## src/rtl/uart_pkg.sv

```systemverilog
// Shared definitions for the queued UART transmitter: parity modes,
// FSM state encoding and the parity helper.
package uart_pkg;

  localparam int UART_PAR_NONE = 0;
  localparam int UART_PAR_ODD  = 1;
  localparam int UART_PAR_EVEN = 2;

  typedef enum logic [2:0] {
    ST_IDLE,
    ST_START,
    ST_DATA,
    ST_PAR,
    ST_STOPB
  } uart_state_e;

  // Data is zero-extended to 8 bits by the caller; the padding does not disturb the XOR.
  function automatic logic uart_par(input logic [7:0] data, input int mode);
    case (mode)
      UART_PAR_ODD:  return ~(^data);
      UART_PAR_EVEN: return ^data;
      default:       return 1'b0;
    endcase
  endfunction

endpackage

```

## src/rtl/uart_fifo.sv

```systemverilog
// Synchronous FIFO with wrap-bit pointers for full/empty and a registered
// occupancy count.
module uart_fifo #(
  parameter int DW    = 8,
  parameter int DEPTH = 16,
  localparam int AW   = $clog2(DEPTH)
) (
  input  logic          clk,
  input  logic          rst_n,
  input  logic          push,
  input  logic [DW-1:0] push_data,
  input  logic          pop,
  output logic [DW-1:0] pop_data,
  output logic          full,
  output logic          empty,
  output logic [AW:0]   level
);

  logic [DW-1:0] mem [DEPTH];
  logic [AW:0]   wr_ptr;
  logic [AW:0]   rd_ptr;
  logic [AW:0]   count;
  logic          push_ok;
  logic          pop_ok;

  // Full blocks a push even when a pop lands on the same edge.
  assign full     = (wr_ptr[AW] != rd_ptr[AW]) && (wr_ptr[AW-1:0] == rd_ptr[AW-1:0]);
  assign empty    = (wr_ptr == rd_ptr);
  assign push_ok  = push && !full;
  assign pop_ok   = pop && !empty;
  assign pop_data = mem[rd_ptr[AW-1:0]];
  assign level    = count;

  always_ff @(posedge clk) begin
    if (push_ok) begin
      mem[wr_ptr[AW-1:0]] <= push_data;
    end
  end

  always_ff @(posedge clk) begin
    if (!rst_n) begin
      wr_ptr <= '0;
      rd_ptr <= '0;
      count  <= '0;
    end else begin
      if (push_ok) wr_ptr <= wr_ptr + 1'b1;
      if (pop_ok)  rd_ptr <= rd_ptr + 1'b1;
      case ({push_ok, pop_ok})
        2'b10:   count <= count + 1'b1;
        2'b01:   count <= count - 1'b1;
        default: count <= count;
      endcase
    end
  end

endmodule

```

## src/rtl/uart_txq.sv

```systemverilog
// UART transmitter fed by a word queue: configurable frame format, run-time
// baud period and clear-to-send gating of each frame start.
module uart_txq
  import uart_pkg::*;
#(
  parameter int DW     = 8,
  parameter int DEPTH  = 16,
  parameter int PARITY = 0,
  parameter int STOP   = 1
) (
  input  logic                     wb_clk_i,
  input  logic                     wb_rst_n,
  input  logic [15:0]              tx_div,
  input  logic [DW-1:0]            in_data,
  input  logic                     in_valid,
  output logic                     in_ready,
  input  logic                     cts_n,
  output logic                     txd,
  output logic [$clog2(DEPTH):0]   level,
  output logic                     busy
);

  localparam bit HAS_PAR = (PARITY != UART_PAR_NONE);

  uart_state_e   state_q, state_d;
  logic [15:0]   timer_q, timer_d;
  logic [15:0]   period_q, period_d;
  logic [2:0]    bit_cnt_q, bit_cnt_d;
  logic          stop_cnt_q, stop_cnt_d;
  logic [DW-1:0] shift_q, shift_d;
  logic          par_q, par_d;
  logic          txd_q, txd_d;

  logic          fifo_full;
  logic          fifo_empty;
  logic [DW-1:0] fifo_data;
  logic          pop;
  logic          launch;
  logic          tick;
  logic          start_ok;
  logic [15:0]   eff_div;

  uart_fifo #(.DW(DW), .DEPTH(DEPTH)) u_fifo (
    .clk       (wb_clk_i),
    .rst_n     (wb_rst_n),
    .push      (in_valid),
    .push_data (in_data),
    .pop       (pop),
    .pop_data  (fifo_data),
    .full      (fifo_full),
    .empty     (fifo_empty),
    .level     (level)
  );

  assign in_ready = !fifo_full;
  assign busy     = (state_q != ST_IDLE) || !fifo_empty;
  assign txd      = txd_q;
  assign eff_div  = (tx_div < 16'd2) ? 16'd2 : tx_div;
  assign tick     = (timer_q == 16'd0);
  assign start_ok = !fifo_empty && !cts_n;

  always_ff @(posedge wb_clk_i) begin
    if (!wb_rst_n) begin
      state_q    <= ST_IDLE;
      timer_q    <= '0;
      period_q   <= 16'd2;
      bit_cnt_q  <= '0;
      stop_cnt_q <= 1'b0;
      shift_q    <= '0;
      par_q      <= 1'b0;
      txd_q      <= 1'b1;
    end else begin
      state_q    <= state_d;
      timer_q    <= timer_d;
      period_q   <= period_d;
      bit_cnt_q  <= bit_cnt_d;
      stop_cnt_q <= stop_cnt_d;
      shift_q    <= shift_d;
      par_q      <= par_d;
      txd_q      <= txd_d;
    end
  end

  // txd is registered, so each branch sets the level the line takes after this edge.
  always_comb begin
    state_d    = state_q;
    period_d   = period_q;
    bit_cnt_d  = bit_cnt_q;
    stop_cnt_d = stop_cnt_q;
    shift_d    = shift_q;
    par_d      = par_q;
    txd_d      = txd_q;
    pop        = 1'b0;
    launch     = 1'b0;
    timer_d    = timer_q;

    if (state_q != ST_IDLE) begin
      timer_d = tick ? (period_q - 16'd1) : (timer_q - 16'd1);
    end

    case (state_q)
      ST_IDLE: begin
        launch = start_ok;
      end
      ST_START: begin
        if (tick) begin
          state_d   = ST_DATA;
          bit_cnt_d = 3'(DW - 1);
          txd_d     = shift_q[0];
        end
      end
      ST_DATA: begin
        if (tick) begin
          if (bit_cnt_q == 3'd0) begin
            if (HAS_PAR) begin
              state_d = ST_PAR;
              txd_d   = par_q;
            end else begin
              state_d    = ST_STOPB;
              stop_cnt_d = 1'(STOP - 1);
              txd_d      = 1'b1;
            end
          end else begin
            bit_cnt_d = bit_cnt_q - 3'd1;
            shift_d   = shift_q >> 1;
            txd_d     = shift_q[1];
          end
        end
      end
      ST_PAR: begin
        if (tick) begin
          state_d    = ST_STOPB;
          stop_cnt_d = 1'(STOP - 1);
          txd_d      = 1'b1;
        end
      end
      ST_STOPB: begin
        if (tick) begin
          if (stop_cnt_q == 1'b0) begin
            if (start_ok) begin
              launch = 1'b1;
            end else begin
              state_d = ST_IDLE;
              txd_d   = 1'b1;
            end
          end else begin
            stop_cnt_d = stop_cnt_q - 1'b1;
          end
        end
      end
      default: begin
        state_d = ST_IDLE;
        txd_d   = 1'b1;
      end
    endcase

    // Frame start: the period is latched here so tx_div changes wait for the next frame.
    if (launch) begin
      pop      = 1'b1;
      state_d  = ST_START;
      shift_d  = fifo_data;
      par_d    = uart_par(8'(fifo_data), PARITY);
      period_d = eff_div;
      timer_d  = eff_div - 16'd1;
      txd_d    = 1'b0;
    end
  end

endmodule

```

## config.mk

```make
export PLATFORM = sky130hd
export DESIGN_NAME = uart_txq
export DESIGN_NICKNAME = d
export VERILOG_FILES = /design/src/rtl/uart_pkg.sv /design/src/rtl/uart_fifo.sv /design/src/rtl/uart_txq.sv
export SDC_FILE = /design/constraint.sdc
export NUM_CORES = 1
export LEC_CHECK = 0
export ABC_CLOCK_PERIOD_IN_PS = 11100
export BUFFER_PORTS_ARGS = -buffer_cell sky130_fd_sc_hd__buf_2
export CORE_MARGIN = 2
export CORE_UTILIZATION = 50
export DETAILED_ROUTE_END_ITERATION = 6
export GPL_TIMING_DRIVEN = 0
export PLACE_DENSITY = 0.76
export SLEW_MARGIN = 20
export SYNTH_ARGS = -nofsm -noshare
export SYNTH_HDL_FRONTEND = slang
export SYNTH_SLANG_ARGS = --single-unit
export TNS_END_PERCENT = 10
```

## constraint.sdc

```tcl
create_clock -name wb_clk_i -period 11.1 [get_ports wb_clk_i]
set_input_delay 0.555 -clock wb_clk_i [delete_from_list [all_inputs] [get_ports wb_clk_i]]
set_output_delay 0.555 -clock wb_clk_i [all_outputs]
set_load 0.03 [all_outputs]
```

==> summary.txt, run 1 <==
Run status
  • Status: finished clean

Layout
  • Commonest non-fill, non-tap cell in the layout: edfxtp_1
  • Commonest non-fill, non-tap cells in the layout: edfxtp_1 (128), dfxtp_1 (66), nor2_1 (64), a21oi_1 (53), nand2_1 (48)
  • Nets: 744
  • N_diodes: 0
  • Share of cells above drive strength 1: 0.2053
  • Non-Filler Instances: 936
  • Area grow syn2layout: 12.83%
  • Design area: 9696 µm²

Clock network
  • Later-pin clock latency in the skew report: 0.44 ns
  • Clock Path Buffers: 2
  • H-tree depth: 4
  • Post-CTS Setup Bufs: 0
  • CTS clk-pin slew, worst paths: 0.08 ns
  • CTS root buffer: clkbuf_16
  • CTS Hold Bufs: 0
  • CTS buffer count: 17
  • CTS tree: yes
  • CTS resizes: 0
  • Clock sink count: 194

Synthesis
  • Syn. warnings: 0
  • Synthesized area: 8593 µm²
  • Top cells by area, synth: edfxtp_1 (45%), dfxtp_1 (15%), mux4_2 (10%)
  • Post-synth EDFFs: 128
  • Post-synth ARST share: 0
  • Post-Syn Instances: 650
  • Netlist cell types: 60
  • Syn avg cell area: 13.22 µm²
  • Synth top area share: 0.4473
  • Post-Syn Nets: 691
  • #FFs+latches synth: 194
  • Ys flop type: edfxtp_1
  • Yosys top cell by area: edfxtp_1
  • Register area share after synthesis: 0.6010

Setup path
  • Startpoint Class: flop
  • Worst setup EP type: flop
  • Top delay family on crit path: compound AO/OA/AOI/OAI gates
  • Worst EP required: 11.43 ns
  • Reg2reg end: timer_q[12]$_SDFFE_PN0P_
  • Critical Path, Cell by Cell: buf_2 -> xnor2_1 -> nand4_1 -> o21a_1 -> nand2_4 -> clkbuf_1 -> clkbuf_1 -> a21o_1 -> ha_1 -> nor3b_1 -> o221ai_2 -> nor4_4 -> a21oi_1 -> a311o_1
  • CP arrival: 4.79 ns
  • Buf+Inv Stages, Crit Path: 3
  • R2R Path Start: u_fifo.wr_ptr[2]$_SDFFE_PN0P_
  • Critical path launch point: u_fifo.wr_ptr[2]$_SDFFE_PN0P_
  • CP max stage delay: 0.52 ns
  • R2R Setup Slk: 6.64 ns
  • Critical Path Sink: timer_q[12]$_SDFFE_PN0P_
  • Setup CP Type: reg -> reg
  • Top cell by count, worst path: clkbuf_1
  • Stages on the worst setup path: 14
  • R2R depth: 14
  • Slowest library cell on the worst path: nor4_4
  • Crit path max fanout: 10

Floorplan
  • Rows: 47
  • Chip Height: 135.1 µm
  • Die W: 135.1 µm
  • Die ar.: 18250 µm²
  • Initial Util: 0.5145
  • Core Area: 16700 µm²
  • I/O Pins: 36

Worst hold path
  • Worst hold path type: in -> reg

Placement
  • GPL Wtd Cong: 0.9120
  • PortBufs: 34
  • Placed Area: 9059 µm²
  • Dpl cells: 904
  • Dpl hpwl: 13.27 mm

Timing
  • Slew Limit Headroom: 0.3296
  • Worst Tran Pin Value: 1.002 ns
  • RSZ-0062 raised after global routing: no
  • Final Setup Violations: 0
  • Final period util: 0.4019
  • Final min period: 4.461 ns
  • Sum of negative setup slack: 0 ns
  • Clock skew: 0.01342 ns
  • Final Hold Viols: 0
  • Fin. max-slew vios: 0
  • Hold slack: 0.4001 ns
  • Fmax: 0.2242 GHz

Drt
  • Via Count: 5604
  • # DRC: 0
  • Post-route ant nets: 0
  • First-pass DRT Iterations: 5
  • Routed WL: 19.61 mm
  • Via density: 5.987
  • Avg WL per Cell: 20.95 µm
  • Iteration-0 DRC Markers: 471

Pwr
  • Pwr dens: 240.5 nW/µm²
  • Leakage: 3.253 nW
  • Worst IR drop on VDD: 0.2009 mV
  • Power, Total: 2.332 mW

Global routing
  • Largest net degree at the start of global routing: 21
  • Initial antenna violation count: 0
  • GRT Resource Usage Total: 0.2235
  • Vias in the first global route: 5763
  • First-pass GRT wire length: 30.62 mm
  • Total gr overflow: 0

Run
  • Max-cap violations: 0
Yosys cell counts (4+ instances only):
cell type  number
mux4_2         40
nand2b_1        4
o21ai_1         4
nand2_1        48
mux2i_1        10
inv_1          10
a21oi_1        53
nor3_1         16
nor2_1         64
dfxtp_1        66
buf_6           4
buf_1           4
nand4_1         5
ha_1           12
a211oi_1       14
clkbuf_1       20
nand3_1        22
edfxtp_1      128
o21a_1          8
buf_2           8
o21ai_0        15
nor4_1          4
a21o_1          5
and3_1          6
xnor2_1        19
xor2_1          7
state kept, by name, indices dropped and copies added (netlist names), named ones only:
register,count
u_fifo.mem,128
u_fifo.wr_ptr,5
bit_cnt_q,3
shift_q,8
u_fifo.rd_ptr,5
period_q,16
state_q,3
txd,1
timer_q,16
u_fifo.level,5
metrics by stage:
step	setup slack, ns	utilization
6_report	6.639	0.5805
5_1_grt	6.443	0.5805
4_1_cts	6.701	0.5805
3_5_place_dp	6.767	0.5424
3_3_place_gp	6.835	0.5412
2_1_floorplan	7.507	-
cells by family (layout without fill, tap and decap cells):
kind of cell / after synthesis / after routing / share of synthesized area
AOI/OAI and AO/OA: 126 / 126 / 0.09595
xor gates and xnor gates: 26 / 26 / 0.02650
adders and majority gates: 14 / 14 / 0.02097
buffers and inverters: 50 / 116 / 0.02883
DFF: 194 / 194 / 0.6010
muxes: 50 / 50 / 0.1165
and+or+nand+nor: 190 / 190 / 0.1102
worst min-delay path by stage:
stage | startpoint | end | slack, ns | cells after the start
floorplan | period_q[13]$_SDFFE_PN0N_ | period_q[13]$_SDFFE_PN0N_ | 0.44 | 2
global placement | period_q[15]$_SDFFE_PN0N_ | period_q[15]$_SDFFE_PN0N_ | 0.45 | 2
detailed placement | period_q[13]$_SDFFE_PN0N_ | period_q[13]$_SDFFE_PN0N_ | 0.45 | 2
CTS | tx_div[10] | period_q[10]$_SDFFE_PN0N_ | 0.39 | 3
global route | tx_div[13] | period_q[13]$_SDFFE_PN0N_ | 0.42 | 3
finish | tx_div[10] | period_q[10]$_SDFFE_PN0N_ | 0.40 | 3
cell type report:
class | instances | area, µm²
buffer | 38 | 197.7
clock inverter | 14 | 207.7
inverter | 12 | 50.05
multi-input combinational | 406 | 3201
tap | 220 | 275.3
clock buffer | 18 | 429.2
fill | 1308 | 7005
sequential | 194 | 5165
timing repair buffer | 34 | 170.2
tightest hold or removal path, cell delays in order:
cell and delay (ns):
buf_2 0.11, nand2_1 0.07, a21oi_1 0.06
layer usage:
layer / track usage / wire length (µm)
met1: 0.2741 / 7933
met2: 0.3799 / 9877
met3: 0.05668 / 1226
met4: 0.09086 / 575
met5: 0 / 0
power breakdown:
group,switching [mW],internal (mW)
clock,0.302,0.350
combinational,0.484,0.312
sequential,0.0524,0.830
(Power assumes the default switching activity.)
==> inputs of run 2 (changes only) <==
ABC_CLOCK_PERIOD_IN_PS = 4600   (was 11100)
clock period = 4.6 ns   (was 11.1 ns; I/O delays follow)
==> run 2 against run 1 <==
Non-clock buffer count is the same. Via count shrank 0.11%. Largest power group unchanged. Sequential share of layout area is essentially flat. Register-to-register slack lost 6.5 ns. Clock power grew 140%. Setup slack lost 6.5 ns. Maximum frequency grew 0.50%. First-iteration DRC count shrank 1.1%. Final area is essentially flat.
==> summary.txt, run 2 (synthesis results as in run 1) <==
Run status
  • Status: finished clean

Global routing
  • Vias in the first global route: 5763 (unchanged)
  • GRT Resource Usage Total: 0.2235 (unchanged)
  • Largest net degree at the start of global routing: 21 (unchanged)
  • Total gr overflow: 0 (unchanged)
  • First-pass GRT wire length: 30.62 mm (unchanged)
  • Initial antenna violation count: 0 (unchanged)

Drt
  • # DRC: 0 (unchanged)
  • Post-route ant nets: 0 (unchanged)
  • Avg WL per Cell: 20.93 µm (-0.13%)
  • Iteration-0 DRC Markers: 466 (-1.1%)
  • Routed WL: 19.59 mm (-0.13%)
  • Via density: 5.981 (-0.11%)
  • Via Count: 5598 (-0.11%)
  • First-pass DRT Iterations: 5 (unchanged)

Timing
  • Fin. max-slew vios: 0 (unchanged)
  • Slew Limit Headroom: 0.3426 (+0.01301)
  • Fmax: 0.2253 GHz (+0.50%)
  • Worst Tran Pin Value: 0.9824 ns (-0.01944 ns)
  • Final period util: 0.9649 (+0.5630)
  • Final min period: 4.438 ns (-0.02227 ns)
  • Sum of negative setup slack: 0 ns (unchanged)
  • Final Setup Violations: 0 (unchanged)
  • RSZ-0062 raised after global routing: no
  • Final Hold Viols: 0 (unchanged)
  • Hold slack: 0.07683 ns (-0.3232 ns)
  • Clock skew: 0.01334 ns (-0.00007840 ns)

Clock network
  • Clock Path Buffers: 2 (unchanged)
  • CTS resizes: 0 (unchanged)
  • CTS buffer count: 17 (unchanged)
  • CTS root buffer: clkbuf_16
  • CTS tree: yes
  • Later-pin clock latency in the skew report: 0.44 ns (about the same)
  • H-tree depth: 4 (unchanged)
  • CTS clk-pin slew, worst paths: 0.08 ns (about the same)
  • CTS Hold Bufs: 0 (unchanged)
  • Post-CTS Setup Bufs: 0 (unchanged)
  • Clock sink count: 194 (unchanged)

Layout
  • N_diodes: 0 (unchanged)
  • Share of cells above drive strength 1: 0.2067 (+0.001397)
  • Commonest non-fill, non-tap cell in the layout: edfxtp_1
  • Nets: 744 (unchanged)
  • Non-Filler Instances: 936 (unchanged)
  • Design area: 9697 µm² (about the same)
  • Max reg flops: 128 (unchanged)
  • Commonest non-fill, non-tap cells in the layout: edfxtp_1 (128), dfxtp_1 (66), nor2_1 (64), a21oi_1 (53), nand2_1 (48)
  • Area grow syn2layout: 12.84% (about the same)

Floorplan
  • Chip Height: 135.1 µm (unchanged)
  • Die W: 135.1 µm (unchanged)
  • Core Area: 16700 µm² (unchanged)
  • Initial Util: 0.5145 (unchanged)
  • Rows: 47 (unchanged)
  • I/O Pins: 36 (unchanged)
  • Die ar.: 18250 µm² (unchanged)

Setup path
  • Startpoint Class: flop
  • Critical path launch point: timer_q[5]$_SDFFE_PN0P_
  • Setup CP Type: reg -> reg
  • CP arrival: 4.76 ns (-0.03 ns)
  • R2R Path Start: timer_q[5]$_SDFFE_PN0P_
  • Crit path max fanout: 10 (unchanged)
  • Worst setup EP type: flop
  • Worst EP required: 4.92 ns (-6.51 ns)

Pwr
  • Leakage: 3.255 nW (about the same)
  • Seq pwr share: 0.378 (about the same)
  • Pwr dens: 579.9 nW/µm² (+140%)
  • Cell Int Power: 3.602 mW (+140%)
  • Power, Total: 5.623 mW (+140%)
  • P_sw: 2.021 mW (+140%)
  • Combinational share of power: 0.342 (about the same)
  • Switch share: 0.3594 (-0.0005069)
  • Clock power frac: 0.280 (about the same)
  • Worst IR drop on VDD: 0.4843 mV (+140%)

Placement
  • Dpl cells: 904 (unchanged)
  • Dpl hpwl: 13.27 mm (unchanged)
  • PortBufs: 34 (unchanged)
  • Placed Area: 9059 µm² (unchanged)
  • GPL Wtd Cong: 0.9120 (unchanged)

Worst hold path
  • Worst hold path type: in -> reg
  • Hold path start: tx_div[10]

Run
  • Max-cap violations: 0 (unchanged)
## run 2: cell counts in the layout (fill, tap and decap cells not counted)
No cell type changed its count.
## run 2: final timing paths
check	to	cells after the start	slack [ns]
min reg2reg	period_q[14]$_SDFFE_PN0N_	2	0.47
max reg2reg	timer_q[12]$_SDFFE_PN0P_	16	0.16
min	period_q[10]$_SDFFE_PN0N_	3	0.08
max	timer_q[12]$_SDFFE_PN0P_	16	0.16
## run 2: layout make-up
class | instances | area (µm²)
multi-input combinational | 406 | 3201
clock buffer | 18 | 429.2
buffer | 38 | 198.9
timing repair buffer | 34 | 170.2
inverter | 12 | 50.05
tap | 220 | 275.3
fill | 1308 | 7004
clock inverter | 14 | 207.7
sequential | 194 | 5165
## run 2: power by group through the flow
stage | Clock, mW | Sequential [mW] | Combinational, mW
3_3_place_gp | 0 | 2.15 | 1.82
5_1_grt | 1.66 | 2.14 | 2.07
4_1_cts | 1.58 | 2.12 | 1.91
2_1_floorplan | 0 | 2.16 | 1.42
3_5_place_dp | 0 | 2.16 | 1.88
6_report | 1.57 | 2.13 | 1.92
## run 2: worst max-delay path, stage by stage (launching register included)
cell	delay [ns]
dfxtp_1	0.35
nor4_1	0.45
nand3_1	0.43
o21ai_4	0.34
nand2_4	0.13
clkinv_4	0.10
buf_8	0.14
buf_2	0.26
nand2_1	0.08
nor2_1	0.17
a21o_1	0.12
ha_1	0.21
nor3b_1	0.32
o221ai_2	0.21
nor4_4	0.52
a21oi_1	0.14
a311o_1	0.34
## run 2: through the flow
stage	utilization	worst slack (ns)
global placement	0.5412	0.3347
finish	0.5806	0.1617
detailed placement	0.5424	0.2667
CTS	0.5805	0.2006
global route	0.5806	0.05814
floorplan	-	1.007
## run 2: routing by layer
layer / routed length [µm] / vias to the layer above / track usage
met5: 0 / - / 0
met4: 544 / 0 / 0.09086
met3: 1250 / 44 / 0.05668
met2: 9909 / 199 / 0.3799
met1: 7882 / 2792 / 0.2741
li1: - / 2563 / -
==> inputs of run 3 (changes only) <==
ABC_AREA = 1   (was unset)
HOLD_SLACK_MARGIN = 0.15   (was unset)
==> run 3 against run 2 <==
Worst hold slack gained 0.092 ns. Final cell count is 32% higher. Total power is 1.9% lower. Non-clock buffer count grew 17. Clock skew increased by 0.0025 ns. Sequential share of layout area fell by 0.97 points. Via count up 25%. Largest power group unchanged. Critical path depth up 5.
==> summary.txt, run 3 <==
Global routing
  • Vias in the first global route: 6487 (+13%)
  • Largest net degree at the start of global routing: 20 (-4.8%)
  • Total gr overflow: 0 (unchanged)
  • Initial antenna violation count: 0 (unchanged)
  • GRT Resource Usage Total: 0.2465 (+0.02305)
  • First-pass GRT wire length: 34.14 mm (+12%)

Clock network
  • CTS tree: yes
  • Later-pin clock latency in the skew report: 0.44 ns (about the same)
  • CTS buffer count: 17 (unchanged)
  • Post-CTS Setup Bufs: 0 (unchanged)
  • Clock sink count: 194 (unchanged)
  • Clock Path Buffers: 2 (unchanged)
  • H-tree depth: 4 (unchanged)
  • CTS clk-pin slew, worst paths: 0.07 ns (about the same)
  • CTS root buffer: clkbuf_16
  • CTS resizes: 0 (unchanged)

Drt
  • Via Count: 6973 (+25%)
  • Iteration-0 DRC Markers: 731 (+57%)
  • First-pass DRT Iterations: 6 (+1)
  • Routed WL: 22.17 mm (+13%)
  • Via density: 5.651 (-5.5%)
  • Avg WL per Cell: 17.97 µm (-14%)
  • # DRC: 0 (unchanged)
  • Post-route ant nets: 0 (unchanged)

Placement
  • Dpl cells: 1191 (+32%)
  • Place WS: 1.074 ns (+0.8075 ns)
  • Dpl hpwl: 14.72 mm (+11%)
  • PortBufs: 35 (+2.9%)
  • GPL Wtd Cong: 0.8921 (-2.2%)

Timing
  • Setup slack after layout: 0.9417 ns (+0.7800 ns)
  • Fin. max-slew vios: 0 (unchanged)
  • Final period util: 0.7953 (-0.1696)
  • Final min period: 3.658 ns (-0.7800 ns)
  • Clock skew: 0.01580 ns (+0.002458 ns)
  • Sum of negative setup slack: 0 ns (unchanged)
  • Final Hold Viols: 0 (unchanged)
  • Fmax: 0.2734 GHz (+21%)
  • Slew Limit Headroom: 0.2577 (-0.08498)
  • Worst Tran Pin Value: 1.109 ns (+0.1270 ns)
  • Final Setup Violations: 0 (unchanged)
  • RSZ-0062 raised after global routing: no

Layout
  • Multi-input logic area: 3040 µm² (-5.0%)
  • N_diodes: 0 (unchanged)
  • Filler cell count: 1461 (+12%)
  • Nets: 1038 (+40%)
  • Area grow syn2layout: 13.11%
  • Commonest non-fill, non-tap cells in the layout: nand2_1 (142), nor2_1 (142), edfxtp_1 (128), o21ai_0 (112), inv_1 (80)
  • Max reg flops: 128 (unchanged)
  • Share of cells above drive strength 1: 0.1080 (-0.09868)
  • Reg area: 5165 µm² (unchanged)
  • Non-Filler Instances: 1234 (+32%)

Synthesis
  • Main combinational cell family by area after synthesis: simple AND/OR/NAND/NOR gates
  • Netlist cell types: 38 (-37%)
  • Yosys top cell by area: edfxtp_1
  • Post-Syn Nets: 972 (+41%)
  • Commonest cells post-synth: nand2_1 (142), nor2_1 (142), edfxtp_1 (128)
  • Synth Area in Simple Gates: 0.1817 (+0.07147)
  • Post-synthesis xor/xnor area fraction: 0.004012 (-0.02249)
  • Synthesized area: 8732 µm² (+1.6%)
  • Post-synth EDFFs: 128 (unchanged)
  • Top cells by area, synth: edfxtp_1 (44%), dfxtp_1 (15%), o21ai_0 (6.4%)
  • Post-Syn Instances: 931 (+43%)
  • Synth top area share: 0.4402 (-0.007114)
  • Post-synth ARST share: 0 (unchanged)
  • Ys flop type: edfxtp_1
  • Mux contribution to synthesized area: 0 (-0.1165)
  • Adder-Cell Fraction of Synth Area: 0.01949 (-0.001480)
  • Syn. warnings: 0 (unchanged)
  • Syn avg cell area: 9.379 µm² (-29%)
  • Complex-gate fraction of the synthesized area: 0.1430 (+0.04705)
  • #FFs+latches synth: 194 (unchanged)
  • Register area share after synthesis: 0.5915 (-0.009560)

Setup path
  • R2R Setup Slk: 0.94 ns (+0.78 ns)
  • Crit path max fanout: 10 (unchanged)
  • Startpoint Class: flop
  • Worst EP required: 4.93 ns (about the same)
  • Reg2reg end: u_fifo.level[4]$_SDFFE_PN0P_
  • Setup CP Type: reg -> reg
  • Worst setup EP type: flop
  • R2R depth: 21 (+5)
  • R2R Path Start: u_fifo.wr_ptr[0]$_SDFFE_PN0P_
  • CP arrival: 3.99 ns (-0.77 ns)

Worst hold path
  • Worst hold path type: in -> reg
  • Hold path start: tx_div[7]
  • WHS Endpoint: period_q[7]$_SDFFE_PN0N_
  • Hold path depth: 3 (unchanged)

Pwr
  • Pwr dens: 558.3 nW/µm² (-3.7%)
  • Leakage: 3.784 nW (+16%)
  • Worst IR drop on VDD: 0.3405 mV (-30%)
  • Power, Total: 5.514 mW (-1.9%)

Run status
  • Status: finished clean

Floorplan
  • Core Area: 17180 µm² (+2.8%)
  • I/O Pins: 36 (unchanged)
  • Die W: 136.2 µm (+0.78%)
  • Die ar.: 18540 µm² (+1.6%)
  • Initial Util: 0.5084 (-0.006157)
  • Chip Height: 136.2 µm (+0.78%)
  • Rows: 48 (+2.1%)

Run
  • Max-cap violations: 0 (unchanged)
-- run 3: timing repair --
item | in CTS | in global routing
hold buffers | 12 | 0
setup endpoints to repair | 0 | 0
hold endpoints to repair | 12 | 0
-- run 3: per-layer routing --
layer	share of wire	up-vias	track usage	wire length, µm
li1	-	3333	-	-
met1	0.41	3250	0.3105	9026
met2	0.49	335	0.4174	10820
met3	0.076	55	0.05034	1675
met4	0.029	0	0.09722	647
met5	0	-	0	0
-- run 3: worst max path at each step --
stage / from / to / depth (start not counted)
after floorplan: u_fifo.wr_ptr[0]$_SDFFE_PN0P_ / u_fifo.level[4]$_SDFFE_PN0P_ / 21
after detailed placement: u_fifo.wr_ptr[0]$_SDFFE_PN0P_ / u_fifo.level[4]$_SDFFE_PN0P_ / 21
after CTS: u_fifo.wr_ptr[0]$_SDFFE_PN0P_ / u_fifo.level[4]$_SDFFE_PN0P_ / 21
after global routing: u_fifo.wr_ptr[0]$_SDFFE_PN0P_ / u_fifo.level[4]$_SDFFE_PN0P_ / 21
after global placement: u_fifo.wr_ptr[0]$_SDFFE_PN0P_ / u_fifo.level[4]$_SDFFE_PN0P_ / 21
final: u_fifo.wr_ptr[0]$_SDFFE_PN0P_ / u_fifo.level[4]$_SDFFE_PN0P_ / 21
-- run 3: layout make-up --
class                           instances  area share
Sequential cell                       194      0.5229
Multi-Input combinational cell        606      0.3078
Clock buffer                           18     0.04345
Inverter                               89     0.03382
Timing Repair Buffer                   47     0.02990
Tap cell                              225     0.02850
Buffer                                 42     0.01951
Clock inverter                         13     0.01406
-- run 3: logic make-up after synthesis --
family,Yosys count
buffers and inverters,131
AO/OA/AOI/OAI,216
flip-flops,194
AND/OR/NAND/NOR,373
XOR/XNOR,4
adder cells (fa/ha/maj),13
-- run 3: report_power, final --
part / switching, mW / internal [mW]
Sequential: 0.107 / 2.02
Combinational: 1.35 / 0.604
Clock: 0.718 / 0.722
-- run 3: metrics by stage --
step	instance area (µm²)	hold WS [ns]	util
after detailed placement	9189	0.4442	0.5350
after floorplan	8732	0.3289	-
final	9877	0.1690	0.5750
after global placement	9189	0.4373	0.5350
after CTS	9877	0.1633	0.5750
after global routing	9877	0.1682	0.5750
-- run 3: critical path: stages, from the launching register on --
cell and delay (ns):
dfxtp_1 0.45, inv_1 0.15, nand2_1 0.10, nand2_1 0.06
nor2_1 0.18, nand3_1 0.15, nand2_2 0.12, inv_2 0.10
nand2_4 0.10, buf_8 0.15, buf_8 0.14, inv_2 0.08
buf_2 0.21, ha_1 0.31, fa_1 0.42, a21o_1 0.19
a21oi_1 0.13, inv_1 0.06, a21oi_1 0.11, o21ai_0 0.11
o21ai_0 0.17, a21oi_1 0.05
